===== config.mk =====
export PLATFORM = sky130hd
export DESIGN_NAME = serial_frame_tx
export DESIGN_NICKNAME = d
export VERILOG_FILES = /design/src/rtl/serial_frame_tx.sv
export SDC_FILE = /design/constraint.sdc
export NUM_CORES = 1
export LEC_CHECK = 0
export ABC_CLOCK_PERIOD_IN_PS = 3000
export CAP_MARGIN = 30
export CORE_AREA = 5 5 68 70
export CTS_CLUSTER_SIZE = 30
export DETAILED_ROUTE_END_ITERATION = 10
export DIE_AREA = 0 0 73 75
export GPL_TIMING_DRIVEN = 0
export PLACE_DENSITY = 0.72
export SLEW_MARGIN = 30
export SYNTH_ARGS = -nofsm -noshare
export SYNTH_HDL_FRONTEND = slang
export SYNTH_SLANG_ARGS = --single-unit

===== constraint.sdc =====
create_clock -name clk -period 3 [get_ports clk]
set_clock_uncertainty 0.1 [all_clocks]
set_input_delay 0.6 -clock clk [delete_from_list [all_inputs] [get_ports clk]]
set_output_delay 0.6 -clock clk [all_outputs]
set_load 0.03 [all_outputs]

===== src/rtl/serial_frame_tx.sv =====
// Serial frame transmitter. Each frame is sent as: start bit 0, 2-bit port, 4-bit len, len payload bits, stop bit 1.
// Every output is registered. The line advances one bit on each bit_en strobe; start is sampled only in IDLE.
module serial_frame_tx (
    input  logic        clk,
    input  logic        rst,
    input  logic        bit_en,
    input  logic        start,
    input  logic [1:0]  port,
    input  logic [3:0]  len,
    input  logic [14:0] data,
    output logic        ser_out,
    output logic        busy,
    output logic        done
);

    typedef enum logic [2:0] {
        IDLE  = 3'd0,
        START = 3'd1,
        PORT  = 3'd2,
        LEN   = 3'd3,
        DATA  = 3'd4,
        STOP  = 3'd5
    } state_t;

    state_t      state;
    logic [3:0]  cnt;
    logic [1:0]  port_q;
    logic [3:0]  len_q;
    logic [14:0] data_q;
    logic [3:0]  cnt_m1;
    logic [3:0]  len_m1;

    // cnt holds the index of the bit currently on the line, so the next bit is cnt-1
    always_comb begin
        cnt_m1 = cnt - 4'd1;
        len_m1 = len_q - 4'd1;
    end

    always_ff @(posedge clk or posedge rst) begin
        if (rst) begin
            state   <= IDLE;
            cnt     <= 4'd0;
            port_q  <= 2'd0;
            len_q   <= 4'd0;
            data_q  <= 15'd0;
            ser_out <= 1'b1;
            busy    <= 1'b0;
            done    <= 1'b0;
        end else begin
            done <= 1'b0;
            case (state)
                IDLE: begin
                    ser_out <= 1'b1;
                    busy    <= 1'b0;
                    cnt     <= 4'd0;
                    // bit_en in the acceptance cycle is deliberately ignored
                    if (start) begin
                        port_q  <= port;
                        len_q   <= len;
                        data_q  <= data;
                        state   <= START;
                        ser_out <= 1'b0;
                        busy    <= 1'b1;
                    end
                end
                START: begin
                    if (bit_en) begin
                        state   <= PORT;
                        cnt     <= 4'd1;
                        ser_out <= port_q[1];
                    end
                end
                PORT: begin
                    if (bit_en) begin
                        if (cnt == 4'd0) begin
                            state   <= LEN;
                            cnt     <= 4'd3;
                            ser_out <= len_q[3];
                        end else begin
                            cnt     <= cnt_m1;
                            ser_out <= port_q[cnt_m1[0]];
                        end
                    end
                end
                LEN: begin
                    if (bit_en) begin
                        if (cnt == 4'd0) begin
                            if (len_q != 4'd0) begin
                                state   <= DATA;
                                cnt     <= len_m1;
                                ser_out <= data_q[len_m1];
                            end else begin
                                state   <= STOP;
                                cnt     <= 4'd0;
                                ser_out <= 1'b1;
                            end
                        end else begin
                            cnt     <= cnt_m1;
                            ser_out <= len_q[cnt_m1[1:0]];
                        end
                    end
                end
                DATA: begin
                    if (bit_en) begin
                        if (cnt == 4'd0) begin
                            state   <= STOP;
                            ser_out <= 1'b1;
                        end else begin
                            cnt     <= cnt_m1;
                            ser_out <= data_q[cnt_m1];
                        end
                    end
                end
                STOP: begin
                    if (bit_en) begin
                        state   <= IDLE;
                        cnt     <= 4'd0;
                        ser_out <= 1'b1;
                        busy    <= 1'b0;
                        done    <= 1'b1;
                    end
                end
                default: begin
                    state   <= IDLE;
                    cnt     <= 4'd0;
                    ser_out <= 1'b1;
                    busy    <= 1'b0;
                end
            endcase
        end
    end

endmodule

==> results.rst <==
.. list-table::
   :header-rows: 1

   * - Metric
     - Value
   * - Run status
     - finished, final reports clean
   * - Finished Core Util
     - 58.6%
   * - Final worst path period share
     - 85.6%
   * - #FFs+latches synth
     - 31
   * - Via density
     - 5.73
   * - Proportion of register bits with asynchronous set or reset after synthesis
     - 100%
   * - Post-CTS setup-driven buffer insertion count
     - 0
   * - IO buf count
     - 27
   * - Number of buffers inserted for hold repair after clock tree synthesis
     - 0
   * - Number of global-route vias before repair
     - 1515
   * - First drt pass iteration count
     - 4
   * - Commonest non-fill, non-tap cell in the layout
     - sky130_fd_sc_hd__dfrtp_1
   * - Number of hold violations in the final report
     - 0
   * - Critical path type
     - flip-flop to flip-flop
   * - Total Nets Final
     - 229
   * - Leakage power figure
     - 0.948 nW
   * - Cell chosen for the clock root
     - sky130_fd_sc_hd__clkbuf_8
   * - Clock sink count
     - 31
   * - Commonest cells after routing, fill and taps aside
     - sky130_fd_sc_hd__dfrtp_1 (30), sky130_fd_sc_hd__clkdlybuf4s50_1 (27), sky130_fd_sc_hd__mux2_2 (22)
   * - Initial cell density of the core
     - 48.0%
   * - Die boundary width
     - 73 um
   * - Num CTS Buffers
     - 5
   * - Final non-filler cell area
     - 0.00229 mm^2
   * - Capturing element type of the critical path
     - flip-flop
   * - Length of routed met3 wiring
     - 193 um
   * - Weighted congestion at the end of routability-driven global placement
     - 0.932
   * - Summed negative setup slack over all endpoints
     - 0 ns
   * - CTS HTree Levels
     - 2
   * - Largest net degree at the start of global routing
     - 32
   * - Routed len/inst
     - 16.0 um
   * - Path class of the lowest-slack min-delay path
     - flip-flop to flip-flop
   * - Total number of yosys warnings
     - 0
   * - Number of enable flip-flop cells after synthesis
     - 0
   * - Post-synth top area share
     - 39.9%
   * - Pins over their slew limit
     - 0
   * - Total global routing track utilization
     - 17.1%
   * - Maximum net fanout on the critical path
     - 9
   * - Mean post-synth cell area
     - 11.3 um^2
   * - Row count
     - 23
   * - Die area
     - 0.00548 mm^2
   * - Worst path required time
     - 3.07 ns
   * - Startpoint class of the critical path
     - flip-flop
   * - Maximum number of buffers from clock root to sink
     - 2
   * - Core region area
     - 0.00391 mm^2
   * - Worst path arrival time
     - 2.64 ns
   * - Top_reg_cell synth
     - sky130_fd_sc_hd__dfrtp_1
   * - Clock period minus final worst setup slack
     - 2.57 ns
   * - Met1 routed wirelength after detailed routing
     - 1770 um
   * - Clock slew seen by the registers of the worst setup and hold paths
     - 0.06 ns
   * - TritonCTS clock tree
     - done
   * - Highest achievable clock rate
     - 0.390 GHz
   * - Worst Hold Margin
     - 0.375 ns
   * - Sequential share of the synthesized area
     - 41.3%
   * - Power per cell area
     - 1170 mW/mm^2
   * - Die Ht
     - 75 um
   * - Drt initial violations
     - 196
   * - Overall routed net length
     - 4040 um
   * - Number of antenna violations at the first check in global routing
     - 0
   * - Global-route wire length before repair
     - 7130 um
   * - Clock Latency Late Sink
     - 0.27 ns
   * - Antenna diodes
     - 0
   * - Top post-synthesis cells by area
     - sky130_fd_sc_hd__dfrtp_1 (40%), sky130_fd_sc_hd__mux2_2 (13%), sky130_fd_sc_hd__mux4_1 (5.6%)
   * - Quantity of gates resized following cts
     - 0
   * - Top Ports
     - 28
   * - Synthesized netlist net count
     - 195
   * - Area growth syn-to-layout
     - 22.0%
   * - Transition time of the tightest slew-check pin
     - 0.851 ns
   * - Top layer reached by signal wires
     - met4
   * - Peak supply drop
     - 0.506 mV
   * - Wire length on met2
     - 2020 um
   * - Post-detailed-route DRC marker count
     - 0
   * - Antenna Nets Post-Route
     - 0
   * - HPWL reported at the end of detailed placement
     - 3090 um
   * - Placed instance area
     - 0.00221 mm^2
   * - GR Overflow Total
     - 0
   * - MaxCap Viol Count
     - 0
   * - Endpoints failing setup
     - 0
   * - Slew Limit Headroom
     - 41.8%
   * - Count of unique library cells instantiated by Yosys
     - 48
   * - Via count of the routed design
     - 1445
   * - Share of cells above drive strength 1
     - 21.8%
   * - RSZ-0062 raised after global routing
     - false
   * - Biggest area consumer among synthesized cells
     - sky130_fd_sc_hd__dfrtp_1
   * - Gate count of the mapped netlist
     - 167
   * - Area of the mapped netlist
     - 0.00188 mm^2
metrics by stage:
| step | total power, mW | worst slack [ns] | instances |
|---|---|---|---|
| 6_report | 2.69 | 0.433 | 252 |
| 5_1_grt | 2.90 | 0.318 | 252 |
| 4_1_cts | 2.69 | 0.457 | 252 |
| 3_5_place_dp | 2.38 | 0.354 | 244 |
| 3_3_place_gp | 2.32 | 0.449 | 244 |
| 2_1_floorplan | 2.02 | 0.652 | 167 |
flip-flops by register name (all words and copies together), names as in the netlist:
signal,count
done,1
cnt,4
len_q,4
data_q,15
busy,1
state,3
port_q,2
ser_out,1
layer usage:
layer	track usage (%)	vias up
li1	-	701
met1	19.9	698
met2	30.6	39
met3	4.41	7
met4	5.53	0
met5	0	-
Yosys cell counts (all sizes together), types with 2 or more instances:
cell type,count
dfrtp,30
mux2,22
nor2,11
nor3,8
o21ai,8
buf,7
inv,7
mux4,7
nand2,7
a21oi,6
clkbuf,4
ha,3
nor3b,3
a211oi,2
a21o,2
a22oi,2
a31oi,2
mux2i,2
nand3,2
nor2b,2
o211ai,2
o22ai,2
xnor2,2
xor2,2
layout make-up:
type                            instances  area, um^2
Timing Repair Buffer                   27         270
Fill cell                             351        1620
Sequential cell                        31         777
Multi-Input combinational cell        118        1000
Tap cell                               50        62.6
Clock inverter                          1        5.00
Clock buffer                            7        76.3
Buffer                                 11        75.1
Inverter                                7        26.3
critical path, cell delays in order, from the launching register on:
cell and delay, ns:
sky130_fd_sc_hd__dfrtp_1 0.34, sky130_fd_sc_hd__buf_6 0.14, sky130_fd_sc_hd__inv_1 0.11, sky130_fd_sc_hd__ha_1 0.32
sky130_fd_sc_hd__buf_6 0.14, sky130_fd_sc_hd__mux4_1 0.53, sky130_fd_sc_hd__mux2_2 0.26, sky130_fd_sc_hd__and3_1 0.17
sky130_fd_sc_hd__nor4_1 0.23, sky130_fd_sc_hd__o2bb2ai_1 0.11
final timing paths:
| check | startpoint | to | slack (ns) | cells after the start |
|---|---|---|---|---|
| min in group asynchronous | rst | state[1] | 0.62 | 2 |
| setup / recovery | cnt[0] | ser_out | 0.43 | 9 |
| hold reg to reg | busy | busy | 0.38 | 1 |
| hold / removal | busy | busy | 0.38 | 1 |
| setup reg to reg | cnt[0] | ser_out | 0.43 | 9 |
| max in group asynchronous | rst | data_q[12] | 1.75 | 2 |
where the power goes:
part	switching [mW]	internal, mW
clock network	0.145	0.162
registers	0.162	0.638
logic	0.768	0.817
kinds of logic (layout without fill, tap and decap cells):
logic type	count (synthesis)	after routing	share of synthesized area, %
AND/OR/NAND/NOR	44	44	13.0
AO/OA/AOI/OAI	36	36	13.0
XOR/XNOR	4	4	1.86
buffers and inverters	18	53	5.39
adder cells (fa/ha/maj)	3	3	2.00
multiplexers	31	31	23.4
flip-flops	31	31	41.3
Power figures use the tool's default switching activity.
==> variant 1: new RTL, same settings <==
Re-encode `state_t` (6 states) as one-hot, 6 bits wide.
--- a/src/rtl/serial_frame_tx.sv
+++ b/src/rtl/serial_frame_tx.sv
@@ -14,11 +14,11 @@
 );
 
-    typedef enum logic [2:0] {
-        IDLE  = 3'd0,
-        START = 3'd1,
-        PORT  = 3'd2,
-        LEN   = 3'd3,
-        DATA  = 3'd4,
-        STOP  = 3'd5
+    typedef enum logic [5:0] {
+        IDLE  = 6'b000001,
+        START = 6'b000010,
+        PORT  = 6'b000100,
+        LEN   = 6'b001000,
+        DATA  = 6'b010000,
+        STOP  = 6'b100000
     } state_t;
 
Behaviour: same outputs for any inputs over 10 cycles, from zero or initial values and one cycle with rst high; not proved beyond that.
==> variant 1 against the original RTL <==
  * Total power down 9.9%
  * Worst hold slack better by 0.010 ns
  * Combinational power down 19%
  * Worst setup slack worse by 0.13 ns
  * Utilization up 5.2 points
  * Synthesized cell count up 34%
  * Synthesized area up 10%
  * Design area up 8.9%
  * Sequential power down 0.5%
  * Highest routed layer unchanged
  * Count of clock-buffer cells in the layout unchanged
  * Via count up 18%
  * Sequential cell count up 3
  * Wire length up 11%
==> variant 1: results (changes against the original RTL) <==
stage,metric,value,unit,change
grt,vias in the first global route,1602,,+5.7%
critical_path,CP arrival,2.80,ns,+0.16 ns
timing,Tightest Pin Transition,0.700,ns,-0.151 ns
routing,DR vias,1711,,+18%
routing,Routed WL,4490,um,+11%
grt,GRT Overall Usage,0.180,,+0.00961
final_layout,final layout net count,286,,+25%
grt,initial antenna violation count,0,,unchanged
critical_path,critical path's slowest cell,mux4_2,,
min_path,worst hold start,port_q[0]$_DFFE_PP0P_,,
critical_path,CP Max Fanout,9,,unchanged
status,status,"finished, final reports clean",,
clocking,CTS-repair resized insts,0,,unchanged
clocking,Post-CTS Setup Bufs,0,,unchanged
min_path,endpoint of the worst hold path,port_q[0]$_DFFE_PP0P_,,
final_layout,Regs by FF count,"data_q: 15 flops, state: 6 flops",,
yosys,synth cell count leaders,"nand2_1, dfrtp_1, nor2_1",,
min_path,hold depth,2,,+1
placement,Placed Area,2410,um^2,+8.8%
pwr,LEAKAGE,1.15,nW,+21%
yosys,"Seq/Total Area, Yosys",0.411,,-0.00208
final_layout,fillcell total,345,,-1.7%
yosys,post-synth cell types,55,,+15%
yosys,synth top area cells,"dfrtp_1, nand2_1, mux4_2",,
routing,TritonRoute pass-1 iters,4,,unchanged
critical_path,r2r setup slk,0.30,ns,-0.13 ns
grt,first-pass GRT wire length,7580,um,+6.3%
critical_path,R2R cell count,8,,-1
clocking,"Hold-fix buffers, CTS",0,,unchanged
critical_path,CP peak stage delay,0.48,ns,-0.05 ns
yosys,Mapped Nets,252,,+29%
grt,largest net degree at the start of global routing,35,,+9.4%
critical_path,critical path's top delay family,multiplexers,,
clocking,clock latency on the worst-skew pair,0.28,ns,
placement,Final Wtd Congestion,0.869,,-6.8%
timing,Fin Hold WS,0.386,ns,+0.0103 ns
placement,HPWL Detailed,3390,um,+9.6%
final_layout,layout cell share with drive strength beyond 1,0.112,,-0.106
pwr,Worst VDD drop,0.000468,V,-7.6%
routing,initial drt markers,105,,-46%
## variant 1: changes by cell type in the layout (fill, tap and decap cells not counted), moves of 4 or more
cell     delta
a21oi_1     -6
mux2_2     -22
mux4_2      +5
mux4_1      -4
o21ai_1     +8
nand2_1    +58
o21ai_0     -6
nor2_1      +4
## variant 1: cell type report
class / instances / area [um^2] / area share
multi-input cells: 169 / 1130 / 0.453
well taps: 50 / 62.6 / 0.0250
clock inverters: 1 / 5.00 / 0.00200
plain buffers: 12 / 56.3 / 0.0225
flip-flops and latches: 34 / 853 / 0.341
clock buffers: 7 / 86.3 / 0.0345
inverters: 9 / 33.8 / 0.0135
repair buffers: 27 / 270 / 0.108
## variant 1: worst max path at each step
stage | from | end | slack, ns | cells after the start
global route | cnt[0]$_DFFE_PP0P_ | ser_out$_DFFE_PP1P_ | 0.1 | 9
CTS | cnt[0]$_DFFE_PP0P_ | ser_out$_DFFE_PP1P_ | 0.27 | 8
floorplan | cnt[0]$_DFFE_PP0P_ | ser_out$_DFFE_PP1P_ | 0.68 | 8
detailed placement | cnt[0]$_DFFE_PP0P_ | ser_out$_DFFE_PP1P_ | 0.29 | 8
global placement | cnt[0]$_DFFE_PP0P_ | ser_out$_DFFE_PP1P_ | 0.30 | 8
finish | cnt[0]$_DFFE_PP0P_ | ser_out$_DFFE_PP1P_ | 0.30 | 8
## variant 1: through the flow
stage               setup WS, ns  instances
global route              0.0970        309
floorplan                  0.680        224
finish                     0.300        309
global placement           0.296        301
CTS                        0.272        309
detailed placement         0.286        301
## variant 1: power by group
| group | switching, mW | internal [mW] |
|---|---|---|
| combinational | 0.676 | 0.603 |
| clock | 0.166 | 0.185 |
| sequential | 0.150 | 0.647 |
| total | 0.992 | 1.44 |
## variant 1: kinds of logic after synthesis
logic type                 after synthesis  share of synthesized area
AOI/OAI and AO/OA                       37                      0.136
adders and majority gates                3                     0.0181
buffers and inverters                   21                     0.0434
DFF                                     34                      0.411
and+or+nand+nor                        107                      0.236
muxes                                   15                      0.122
xor gates and xnor gates                 7                     0.0332
## variant 1: worst reg2reg max path: stages, from the launching register on
cell and delay [ns]:
dfrtp_1 0.32, buf_2 0.25, inv_1 0.17, ha_1 0.30, clkbuf_1 0.32, mux4_2 0.38
mux4_2 0.48, o21ai_1 0.17, a31oi_1 0.12
## variant 1: per-layer routing
layer  vias to the layer above  wire length [um]  global-route usage
met3                         6               226              0.0360
met5                         -                 0                   0
met2                        40              2020               0.270
met4                         0                46              0.0492
met1                       805              2210               0.267
li1                        860                 -                   -
==> variant 2: new RTL, config.mk and constraints unchanged <==
Without the edit above. Reset style: synchronous (`rst`), changed in one clocked block.
--- a/src/rtl/serial_frame_tx.sv
+++ b/src/rtl/serial_frame_tx.sv
@@ -37,5 +37,5 @@
     end
 
-    always_ff @(posedge clk or posedge rst) begin
+    always_ff @(posedge clk) begin
         if (rst) begin
             state   <= IDLE;
Behaviour: differs if rst is asserted again (counterexample within 4 cycles, from zero or initial values and one cycle with rst high); with rst held inactive, the same outputs for 10 cycles.
==> variant 2 against the original RTL <==
  * Global-route usage up 1.6 points
  * Die area unchanged
  * Via count up 24%
  * Utilization up 0.90 points
  * Worst hold slack worse by 0.016 ns
  * Synthesized area up 1.9%
  * Sequential cell count unchanged
  * Critical endpoint is now ser_out$_SDFFE_PP1P_
  * Design area up 1.5%
  * Wire length up 17%
  * Highest routed layer unchanged
  * Worst setup slack better by 0.13 ns
Power is not compared: it rests on default switching activity, and its combinational part moved more than twofold at a synthesized area within 25%.
==> variant 2: results (changes against the original RTL) <==
stage,metric,value,unit,change
status,status,"finished, final reports clean",,
routing,initial drt markers,144,,-27%
routing,Via-to-Cell Ratio,5.53,,-3.5%
critical_path,R2R cell count,10,,+1
critical_path,critical path's top delay family,compound AO/OA/AOI/OAI gates,,
min_path,worst hold start,port_q[0]$_SDFFE_PP0P_,,
placement,HPWL Detailed,3450,um,+12%
yosys,Synth Area in Adders,0.0196,,-0.000378
critical_path,critical path's slowest cell,dfxtp_1,,
placement,placed cells,316,,+30%
critical_path,CP peak stage delay,0.38,ns,-0.15 ns
grt,largest net degree at the start of global routing,11,,-66%
grt,vias in the first global route,1728,,+14%
yosys,average size of a mapped cell,7.95,um^2,-29%
grt,GRT Overall Usage,0.187,,+0.0163
routing,Routed WL per cell,14.6,um,-9.2%
placement,Final Wtd Congestion,0.911,,-2.3%
min_path,hold depth,2,,+1
critical_path,CP arrival,2.51,ns,-0.13 ns
yosys,synth top area cells,"dfxtp_1, nand2_1, a21oi_1",,
grt,first-pass GRT wire length,7930,um,+11%
yosys,mux share of post-synthesis cell area,0.113,,-0.121
yosys,xor-xnor portion of the synthesized cell area,0.0183,,-0.000353
yosys,post-synth cell types,43,,-10%
critical_path,CP Max Fanout,10,,+1
timing,Tightest Pin Transition,0.539,ns,-0.312 ns
yosys,compound-gate portion of the synthesized area,0.227,,+0.0968
clocking,htree depth,2,,unchanged
yosys,synth cell count leaders,"nand2_1, a21oi_1, dfxtp_1, nor2_1, o21ai_0",,
final_layout,final layout net count,301,,+31%
routing,DR vias,1792,,+24%
critical_path,FF-to-FF End,ser_out$_SDFFE_PP1P_,,
critical_path,FF-to-FF Start,len_q[0]$_SDFFE_PP0P_,,
min_path,endpoint of the worst hold path,port_q[0]$_SDFFE_PP0P_,,
yosys,"Seq/Total Area, Yosys",0.324,,-0.0894
yosys,Mapped Nets,269,,+38%
clocking,clock latency on the worst-skew pair,0.29,ns,+0.02 ns
final_layout,layout cell share with drive strength beyond 1,0.124,,-0.0937
placement,# port buffers,25,,-7.4%
yosys,ys async rst share,0,,-1.00
critical_path,r2r setup slk,0.56,ns,+0.13 ns
variant 2: cell types whose count changed after synthesis, sizes merged, moves of 5 or more:
cell	before	now
a21oi	6	35
mux2	22	1
nor2	11	18
mux2i	2	7
dfrtp	30	0
dfxtp	0	31
nand2	7	51
buf	7	12
variant 2: cells by family after synthesis:
group,Yosys count
AND/OR/NAND/NOR,92
flip-flops,31
multiplexers,14
AO/OA/AOI/OAI,68
XOR/XNOR,4
adder cells (fa/ha/maj),3
buffers and inverters,29
variant 2: metrics by stage:
stage                     power (mW)  hold slack, ns   util  instance area, um^2  worst slack (ns)
after CTS                       1.38           0.359  0.595                 2330             0.615
final                           1.38           0.359  0.595                 2330             0.563
after detailed placement        1.01           0.349  0.570                 2230             0.606
after global routing            1.46           0.385  0.595                 2330             0.436
after floorplan                0.876           0.336      -                 1920             0.847
after global placement          1.01           0.346  0.570                 2230             0.653
variant 2: layout make-up:
type	instances	area [um^2]
plain buffers	20	109
clock buffers	8	100
fillers	398	1580
inverters	9	33.8
multi-input cells	181	1150
flip-flops and latches	31	621
well taps	50	62.6
repair buffers	25	250
variant 2: per-layer routing:
| layer | GRT usage | share of wire | wire [um] | vias to the layer above |
|---|---|---|---|---|
| met5 | 0 | 0 | 0 | - |
| met2 | 0.323 | 0.49 | 2290 | 45 |
| met4 | 0.0656 | 0.015 | 70 | 0 |
| li1 | - | - | - | 909 |
| met1 | 0.230 | 0.45 | 2110 | 830 |
| met3 | 0.0414 | 0.051 | 240 | 8 |
variant 2: worst max-delay path by stage:
| stage | startpoint | slack (ns) | cells past startpoint | end |
|---|---|---|---|---|
| 4_1_cts | len_q[0]$_SDFFE_PP0P_ | 0.62 | 10 | ser_out$_SDFFE_PP1P_ |
| 6_report | len_q[0]$_SDFFE_PP0P_ | 0.56 | 10 | ser_out$_SDFFE_PP1P_ |
| 3_5_place_dp | len_q[0]$_SDFFE_PP0P_ | 0.61 | 10 | ser_out$_SDFFE_PP1P_ |
| 2_1_floorplan | len_q[0]$_SDFFE_PP0P_ | 0.85 | 9 | ser_out$_SDFFE_PP1P_ |
| 5_1_grt | len_q[0]$_SDFFE_PP0P_ | 0.44 | 10 | ser_out$_SDFFE_PP1P_ |
| 3_3_place_gp | len_q[0]$_SDFFE_PP0P_ | 0.65 | 9 | ser_out$_SDFFE_PP1P_ |
variant 2: report_power, final:
| part | switching (mW) | leakage, nW | internal (mW) | total (mW) |
|---|---|---|---|---|
| Sequential | 0.0361 | 0.254 | 0.457 | 0.493 |
| Combinational | 0.292 | 0.554 | 0.224 | 0.516 |
| Clock | 0.159 | 0.0515 | 0.209 | 0.369 |
| Total | 0.487 | 0.860 | 0.890 | 1.38 |
